<file path="src/rtl/fetch_pkg.sv">
// Shared types and constants for the instruction-fetch stage.
// Holds the FSM state encoding, the NOP word and instruction field slices.
package fetch_pkg;

  typedef enum logic [1:0] {
    IDLE,
    FETCH,
    HOLD,
    DRAIN
  } fetch_state_t;

  localparam logic [31:0] NOP_INSTR = 32'h0000_0013;

  localparam int OPC_OP_LO = 0;
  localparam int OPC_OP_HI = 6;
  localparam int OPC_F3_LO = 12;
  localparam int OPC_F3_HI = 14;
  localparam int OPC_F7_LO = 25;
  localparam int OPC_F7_HI = 31;

endpackage

</file>
<file path="src/rtl/fetch_stage_if.sv">
// Instruction-memory request/response bundle.
// master: req/addr out, rdata/valid in. slave: the memory side.
interface fetch_stage_if #(
  parameter int XLEN = 32
);
  logic            req;
  logic [XLEN-1:0] addr;
  logic [XLEN-1:0] rdata;
  logic            valid;

  modport master (
    output req, addr,
    input  rdata, valid
  );

  modport slave (
    input  req, addr,
    output rdata, valid
  );
endinterface

</file>
<file path="src/rtl/fetch_stage_ifid_reg.sv">
// IF/ID pipeline register with load, flush (NOP insert) and hold.
// Ports: clk, rst, load, flush, nxt_pc/nxt_instr in; pc, instr, valid and field slices out.
module ifid_reg
  import fetch_pkg::*;
#(
  parameter int XLEN = 32
) (
  input  logic            clk,
  input  logic            rst,
  input  logic            load,
  input  logic            flush,
  input  logic [XLEN-1:0] nxt_pc,
  input  logic [XLEN-1:0] nxt_instr,
  output logic [XLEN-1:0] pc,
  output logic [XLEN-1:0] instr,
  output logic            valid,
  output logic [6:0]      opcode,
  output logic [2:0]      funct3,
  output logic [6:0]      funct7
);

  always_ff @(posedge clk) begin
    if (rst) begin
      pc    <= '0;
      instr <= NOP_INSTR;
      valid <= 1'b0;
    end else if (flush) begin
      instr <= NOP_INSTR;
      valid <= 1'b0;
    end else if (load) begin
      pc    <= nxt_pc;
      instr <= nxt_instr;
      valid <= 1'b1;
    end
  end

  assign opcode = instr[OPC_OP_HI:OPC_OP_LO];
  assign funct3 = instr[OPC_F3_HI:OPC_F3_LO];
  assign funct7 = instr[OPC_F7_HI:OPC_F7_LO];

endmodule

</file>
<file path="src/rtl/fetch_stage.sv">
// RV32I fetch stage: PC, imem request FSM, redirect/drain, IF/ID feed.
// Ports: clk, rst, pc_en, stall, br_taken/br_target, imem (master), ifid_*, fields;
// fetch_misalign exists only when FETCH_MISALIGN_TRAP_EN is defined.
module fetch_stage
  import fetch_pkg::*;
#(
  parameter int              XLEN     = 32,
  parameter logic [XLEN-1:0] RESET_PC = '0
) (
  input  logic            clk,
  input  logic            rst,
  input  logic            pc_en,
  input  logic            stall,
  input  logic            br_taken,
  input  logic [XLEN-1:0] br_target,
  fetch_stage_if.master   imem,
  output logic [XLEN-1:0] ifid_pc,
  output logic [XLEN-1:0] ifid_instr,
  output logic            ifid_valid,
  output logic [6:0]      opcode,
  output logic [2:0]      funct3,
  output logic [6:0]      funct7
`ifdef FETCH_MISALIGN_TRAP_EN
  ,
  output logic            fetch_misalign
`endif
);

  fetch_state_t    state;
  logic [XLEN-1:0] pc;
  logic [XLEN-1:0] pc_nxt;
  logic [XLEN-1:0] hb_pc;
  logic [XLEN-1:0] hb_instr;
  logic [XLEN-1:0] tgt;
  logic            hs;
  logic            adv;
  logic            misal;
  logic            halt;
  logic            ld;
  logic            from_hb;

  assign hs     = imem.req & imem.valid;
  assign adv    = ~stall & pc_en;
  assign pc_nxt = pc + XLEN'(4);

`ifdef FETCH_MISALIGN_TRAP_EN
  logic trap;
  assign tgt            = br_target;
  assign misal          = |br_target[1:0];
  assign halt           = trap;
  assign fetch_misalign = trap;
`else
  // Low bits dropped: without the trap a redirect is always word-aligned.
  assign tgt   = br_target & ~XLEN'(3);
  assign misal = 1'b0;
  assign halt  = 1'b0;
`endif

  assign from_hb = (state == HOLD);
  assign ld = ~br_taken & adv &
              ((state == FETCH & hs) | from_hb);

  always_ff @(posedge clk) begin
    if (rst) begin
      state     <= IDLE;
      pc        <= RESET_PC;
      imem.req  <= 1'b0;
      imem.addr <= RESET_PC;
      hb_pc     <= '0;
      hb_instr  <= '0;
`ifdef FETCH_MISALIGN_TRAP_EN
      trap      <= 1'b0;
`endif
    end else if (halt) begin
      state    <= IDLE;
      imem.req <= 1'b0;
    end else if (br_taken) begin
      pc       <= tgt;
      hb_pc    <= '0;
      hb_instr <= '0;
      if (misal) begin
        state     <= IDLE;
        imem.req  <= 1'b0;
        imem.addr <= tgt;
`ifdef FETCH_MISALIGN_TRAP_EN
        trap      <= 1'b1;
`endif
      end else if ((state == FETCH || state == DRAIN) && !hs) begin
        // Outstanding request must complete at its old address.
        state <= DRAIN;
      end else begin
        state     <= FETCH;
        imem.req  <= 1'b1;
        imem.addr <= tgt;
      end
    end else begin
      unique case (state)
        IDLE: begin
          state     <= FETCH;
          imem.req  <= 1'b1;
          imem.addr <= pc;
        end
        FETCH: begin
          if (hs && adv) begin
            pc        <= pc_nxt;
            imem.addr <= pc_nxt;
          end else if (hs) begin
            hb_pc    <= pc;
            hb_instr <= imem.rdata;
            state    <= HOLD;
            imem.req <= 1'b0;
          end
        end
        HOLD: begin
          if (adv) begin
            pc        <= pc_nxt;
            imem.addr <= pc_nxt;
            imem.req  <= 1'b1;
            state     <= FETCH;
          end
        end
        DRAIN: begin
          if (hs) begin
            state     <= FETCH;
            imem.req  <= 1'b1;
            imem.addr <= pc;
          end
        end
        default: state <= IDLE;
      endcase
    end
  end

  ifid_reg #(
    .XLEN(XLEN)
  ) u_ifid (
    .clk      (clk),
    .rst      (rst),
    .load     (ld),
    .flush    (br_taken),
    .nxt_pc   (from_hb ? hb_pc : pc),
    .nxt_instr(from_hb ? hb_instr : imem.rdata),
    .pc       (ifid_pc),
    .instr    (ifid_instr),
    .valid    (ifid_valid),
    .opcode   (opcode),
    .funct3   (funct3),
    .funct7   (funct7)
  );

endmodule

</file>
<file path="src/flat_wrapper.sv">
// flat-port wrapper written by rule: the top's interface ports become plain ports
module fetch_stage_flat import fetch_pkg::*;
#(
  parameter int              XLEN     = 32,
  parameter logic [XLEN-1:0] RESET_PC = '0
)
  (clk, rst, pc_en, stall, br_taken, br_target, ifid_pc, ifid_instr, ifid_valid, opcode, funct3, funct7, imem_req, imem_addr, imem_rdata, imem_valid);
  fetch_stage_if #(.XLEN(XLEN)) imem_i ();
  input  logic clk;
  input  logic rst;
  input  logic pc_en;
  input  logic stall;
  input  logic br_taken;
  input  logic [XLEN-1:0] br_target;
  output logic [XLEN-1:0] ifid_pc;
  output logic [XLEN-1:0] ifid_instr;
  output logic ifid_valid;
  output logic [6:0] opcode;
  output logic [2:0] funct3;
  output logic [6:0] funct7;
  output wire logic [$bits(imem_i.req)-1:0] imem_req;
  output wire logic [$bits(imem_i.addr)-1:0] imem_addr;
  input wire logic [$bits(imem_i.rdata)-1:0] imem_rdata;
  input wire logic [$bits(imem_i.valid)-1:0] imem_valid;
  assign imem_req = imem_i.req;
  assign imem_addr = imem_i.addr;
  assign imem_i.rdata = imem_rdata;
  assign imem_i.valid = imem_valid;
  fetch_stage #(.XLEN(XLEN), .RESET_PC(RESET_PC)) u_core (.clk(clk), .rst(rst), .pc_en(pc_en), .stall(stall), .br_taken(br_taken), .br_target(br_target), .imem(imem_i), .ifid_pc(ifid_pc), .ifid_instr(ifid_instr), .ifid_valid(ifid_valid), .opcode(opcode), .funct3(funct3), .funct7(funct7));
endmodule
</file>
<file path="config.mk">
export PLATFORM = sky130hd
export DESIGN_NAME = fetch_stage_flat
export DESIGN_NICKNAME = d
export VERILOG_FILES = /design/src/rtl/fetch_pkg.sv /design/src/rtl/fetch_stage_if.sv /design/src/rtl/fetch_stage_ifid_reg.sv /design/src/rtl/fetch_stage.sv /design/src/flat_wrapper.sv
export SDC_FILE = /design/constraint.sdc
export NUM_CORES = 1
export LEC_CHECK = 0
export ABC_AREA = 1
export BUFFER_PORTS_ARGS = -buffer_cell sky130_fd_sc_hd__buf_2
export CELL_PAD_IN_SITES_DETAIL_PLACEMENT = 1
export CELL_PAD_IN_SITES_GLOBAL_PLACEMENT = 2
export CORE_UTILIZATION = 27
export DETAILED_ROUTE_END_ITERATION = 10
export PLACE_DENSITY_LB_ADDON = 0.1
export SLEW_MARGIN = 5
export SYNTH_ARGS = -nofsm -noshare
export SYNTH_HDL_FRONTEND = slang
export SYNTH_HIERARCHICAL = 1
export SYNTH_SLANG_ARGS = --single-unit
</file>
<file path="constraint.sdc">
create_clock -name clk -period 1.8 [get_ports clk]
set_clock_uncertainty 0.1 [all_clocks]
set_input_delay 0.18 -clock clk [delete_from_list [all_inputs] [get_ports clk]]
set_output_delay 0.18 -clock clk [all_outputs]
set_load 0.02 [all_outputs]
</file>
==> qor.yml <==
clock_sinks: 190
grt.total_usage_pct: 19.32
synthCells: 1459
hold_class: "input port to flop"
gp_congestion: 0.7898
p_per_area_nw_per_um2: 894.2
vias_per_cell: 4.599
multi_input_area_um2: 4900
grt_pass1_vias: 9502
p_total_uw: 11290
async_flop_share_pct: 0
crit_required_ns: 2.03
synth.ff_latch_count: 190
timing.final.crit_share_pct: 101.0
core_area_um2: 34630
placed_cell_area_um2: 11060
grt_overflow: 0
p_leak_uw: 0.005562
synth.cell_area_um2: 9507
die_w_um: 189.6
post_drt_wl_per_cell_um: 16.42
maxCapViolations: 0
cts_buffer_depth: 2
path_class: "flop to flop"
top_level_ports: 185
num-nets-final: 1752
vias: 9874
fill_cells: 4400
numPortBuffers: 180
violations: "negative setup slack"
cts_tree: "done"
drc: 0
synth_cell_types: 34
antenna_found_initial: 0
wl_mm: 35.25
grt_max_degree: 71
grt_pass1_wl_mm: 53.89
crit_arrival_ns: 2.05
path_clk_slew_ns: 0.07
drtAntennaViolNets: 0
cts_buffers: 17
start_kind: "flop"
slew_headroom_pct: 55.68
irDropWorstVdd_mv: 0.7706
setup_viol: 7
syn2layout_area_growth_pct: 32.80
clock_latency_ns: 0.46
hold_violations: 0
fmaxAchievable_mhz: 549.8
drive_gt1_share_pct: 21.94
fp.dieH_um: 189.6
synth_ff_type: "dfxtp_1"
dieArea_um2: 35960
syn_area_per_cell_um2: 6.516
cts.htree.levels: 4
dp.final_hpwl_mm: 23.79
worst_slack_ns: -0.01885
stdcell_area_um2: 12620
worstSetupEndpointType: "flop"
status: "finished, violations left"
path_max_fanout: 16
whs_ns: 0.02321
seq_area_frac_synth_pct: 40.01
seqCellArea_um2: 3817
rsz0062_at_grt: "yes"
fin_util_pct: 36.46
drtPass1Iterations: 5
drt_iter0_drc: 408
initial_utilization_pct: 27.45
cts-root-buf: "clkbuf_16"
row_count: 68
worstMarginPinSlew_ns: 0.6638
post-route-min-period_ns: 1.819
yosysWarnings: 6
synth_edf_count: 0
drv_slew: 0
==> metal layers <==
metal / up-vias / share of wire [%] / track usage, %
met5: - / 0 / 0
met4: 0 / 1.2 / 5.273
li1: 5064 / - / -
met1: 4636 / 53 / 28.72
met3: 23 / 2.7 / 2.638
met2: 151 / 43 / 28.80
==> cell usage after synthesis (8+ instances only) <==
cell | count | area share [%]
nand2_1 | 371 | 15
nor2_1 | 209 | 8.3
dfxtp_1 | 190 | 40
o21ai_0 | 171 | 9.0
a21oi_1 | 150 | 7.9
inv_1 | 121 | 4.8
nand3_1 | 61 | 3.2
clkbuf_1 | 38 | 1.5
buf_2 | 31 | 1.6
buf_4 | 27 | 2.1
o21ai_1 | 13 | 0.68
inv_2 | 8 | 0.32
xor2_1 | 8 | 0.74
==> layout make-up <==
class | instances | area share (%)
Sequential cell | 190 | 30.24
Tap cell | 455 | 4.509
Clock buffer | 19 | 3.508
Inverter | 130 | 4.004
Timing Repair Buffer | 303 | 18.02
Multi-Input combinational cell | 1036 | 38.81
Clock inverter | 13 | 0.8920
Antenna cell | 1 | 0.01982
==> cells in the final DEF, fill, tap and decap left out, types with 6 or more instances in the layout <==
cell type and count:
buf_2 180, nand2_2 6, dfxtp_1 183, clkbuf_16 21
buf_12 15, a21oi_1 144, a21oi_2 9, inv_1 119
dlygate4sd3_1 46, nand2_1 368, o21ai_1 30, nor2_4 23
o21ai_0 154, nand3_1 60, xor2_1 8, buf_6 6
buf_4 48, nor2_2 13, nor2_1 187
==> kinds of logic after synthesis <==
logic type | synth area share [%]
compound gates | 18.51
xor+xnor | 0.8292
fa+ha+maj | 0.5265
buf+inv | 11.02
flops | 40.01
other cells | 0.03945
simple gates | 29.07
==> report_power, final <==
| part | leakage, uW | internal, uW | switching [uW] |
|---|---|---|---|
| sequential | 0.00155 | 4480 | 217 |
| combinational | 0.00374 | 1040 | 1760 |
| clock | 0.000270 | 1950 | 1850 |
| total | 0.00556 | 7460 | 3830 |
==> state kept, by name, indices dropped and copies added, names as in the netlist <==
| name | flops |
|---|---|
| u_core/hb_instr | 32 |
| u_core/u_ifid/pc | 32 |
| u_core/u_ifid/valid | 1 |
| u_core/hb_pc | 30 |
| u_core/pc | 30 |
| u_core/u_ifid/instr | 32 |
| u_core/imem.req | 1 |
| u_core/state | 2 |
| u_core/imem.addr | 30 |
==> through the flow <==
stage / setup slack [ns] / setup TNS, ns / std cells
after CTS: -0.02412 / -0.1304 / 2132
after detailed placement: -0.1833 / -8.238 / 2052
final: -0.01885 / -0.05680 / 2147
after global routing: -0.1306 / -3.500 / 2146
after global placement: -0.09054 / -3.704 / 2052
after floorplan: 0.01544 / 0 / 1462
==> worst paths after layout <==
check,start,end,slack (ns),depth (start not counted)
worst min-delay path,br_target[30],u_core/pc[30],0.02,5
worst max-delay path,u_core/state[1],u_core/imem.addr[11],-0.02,12
worst max register to register,u_core/state[1],u_core/imem.addr[11],-0.02,12
worst min register to register,u_core/hb_instr[28],u_core/hb_instr[28],0.35,2
==> repair_timing <==
action / CTS / global route
gates resized for setup: 17 / 91
setup buffers: 0 / 10
hold endpoints to repair: 74 / 0
pin swaps: 3 / 14
hold buffers: 46 / 0
endpoints found under the setup margin: 112 / 145
cloned: 2 / 4
==> critical path: stages (launching register included) <==
cell and delay (ns):
dfxtp_4 0.37, inv_4 0.04, ha_4 0.15, buf_6 0.11, nor2_2 0.07, nor2_1 0.05, nand2_1 0.11, nand2_4 0.07
nor2_4 0.16, clkinv_4 0.12, buf_12 0.17, nor2_1 0.10, a21oi_1 0.07
Power figures use the tool's default switching activity.
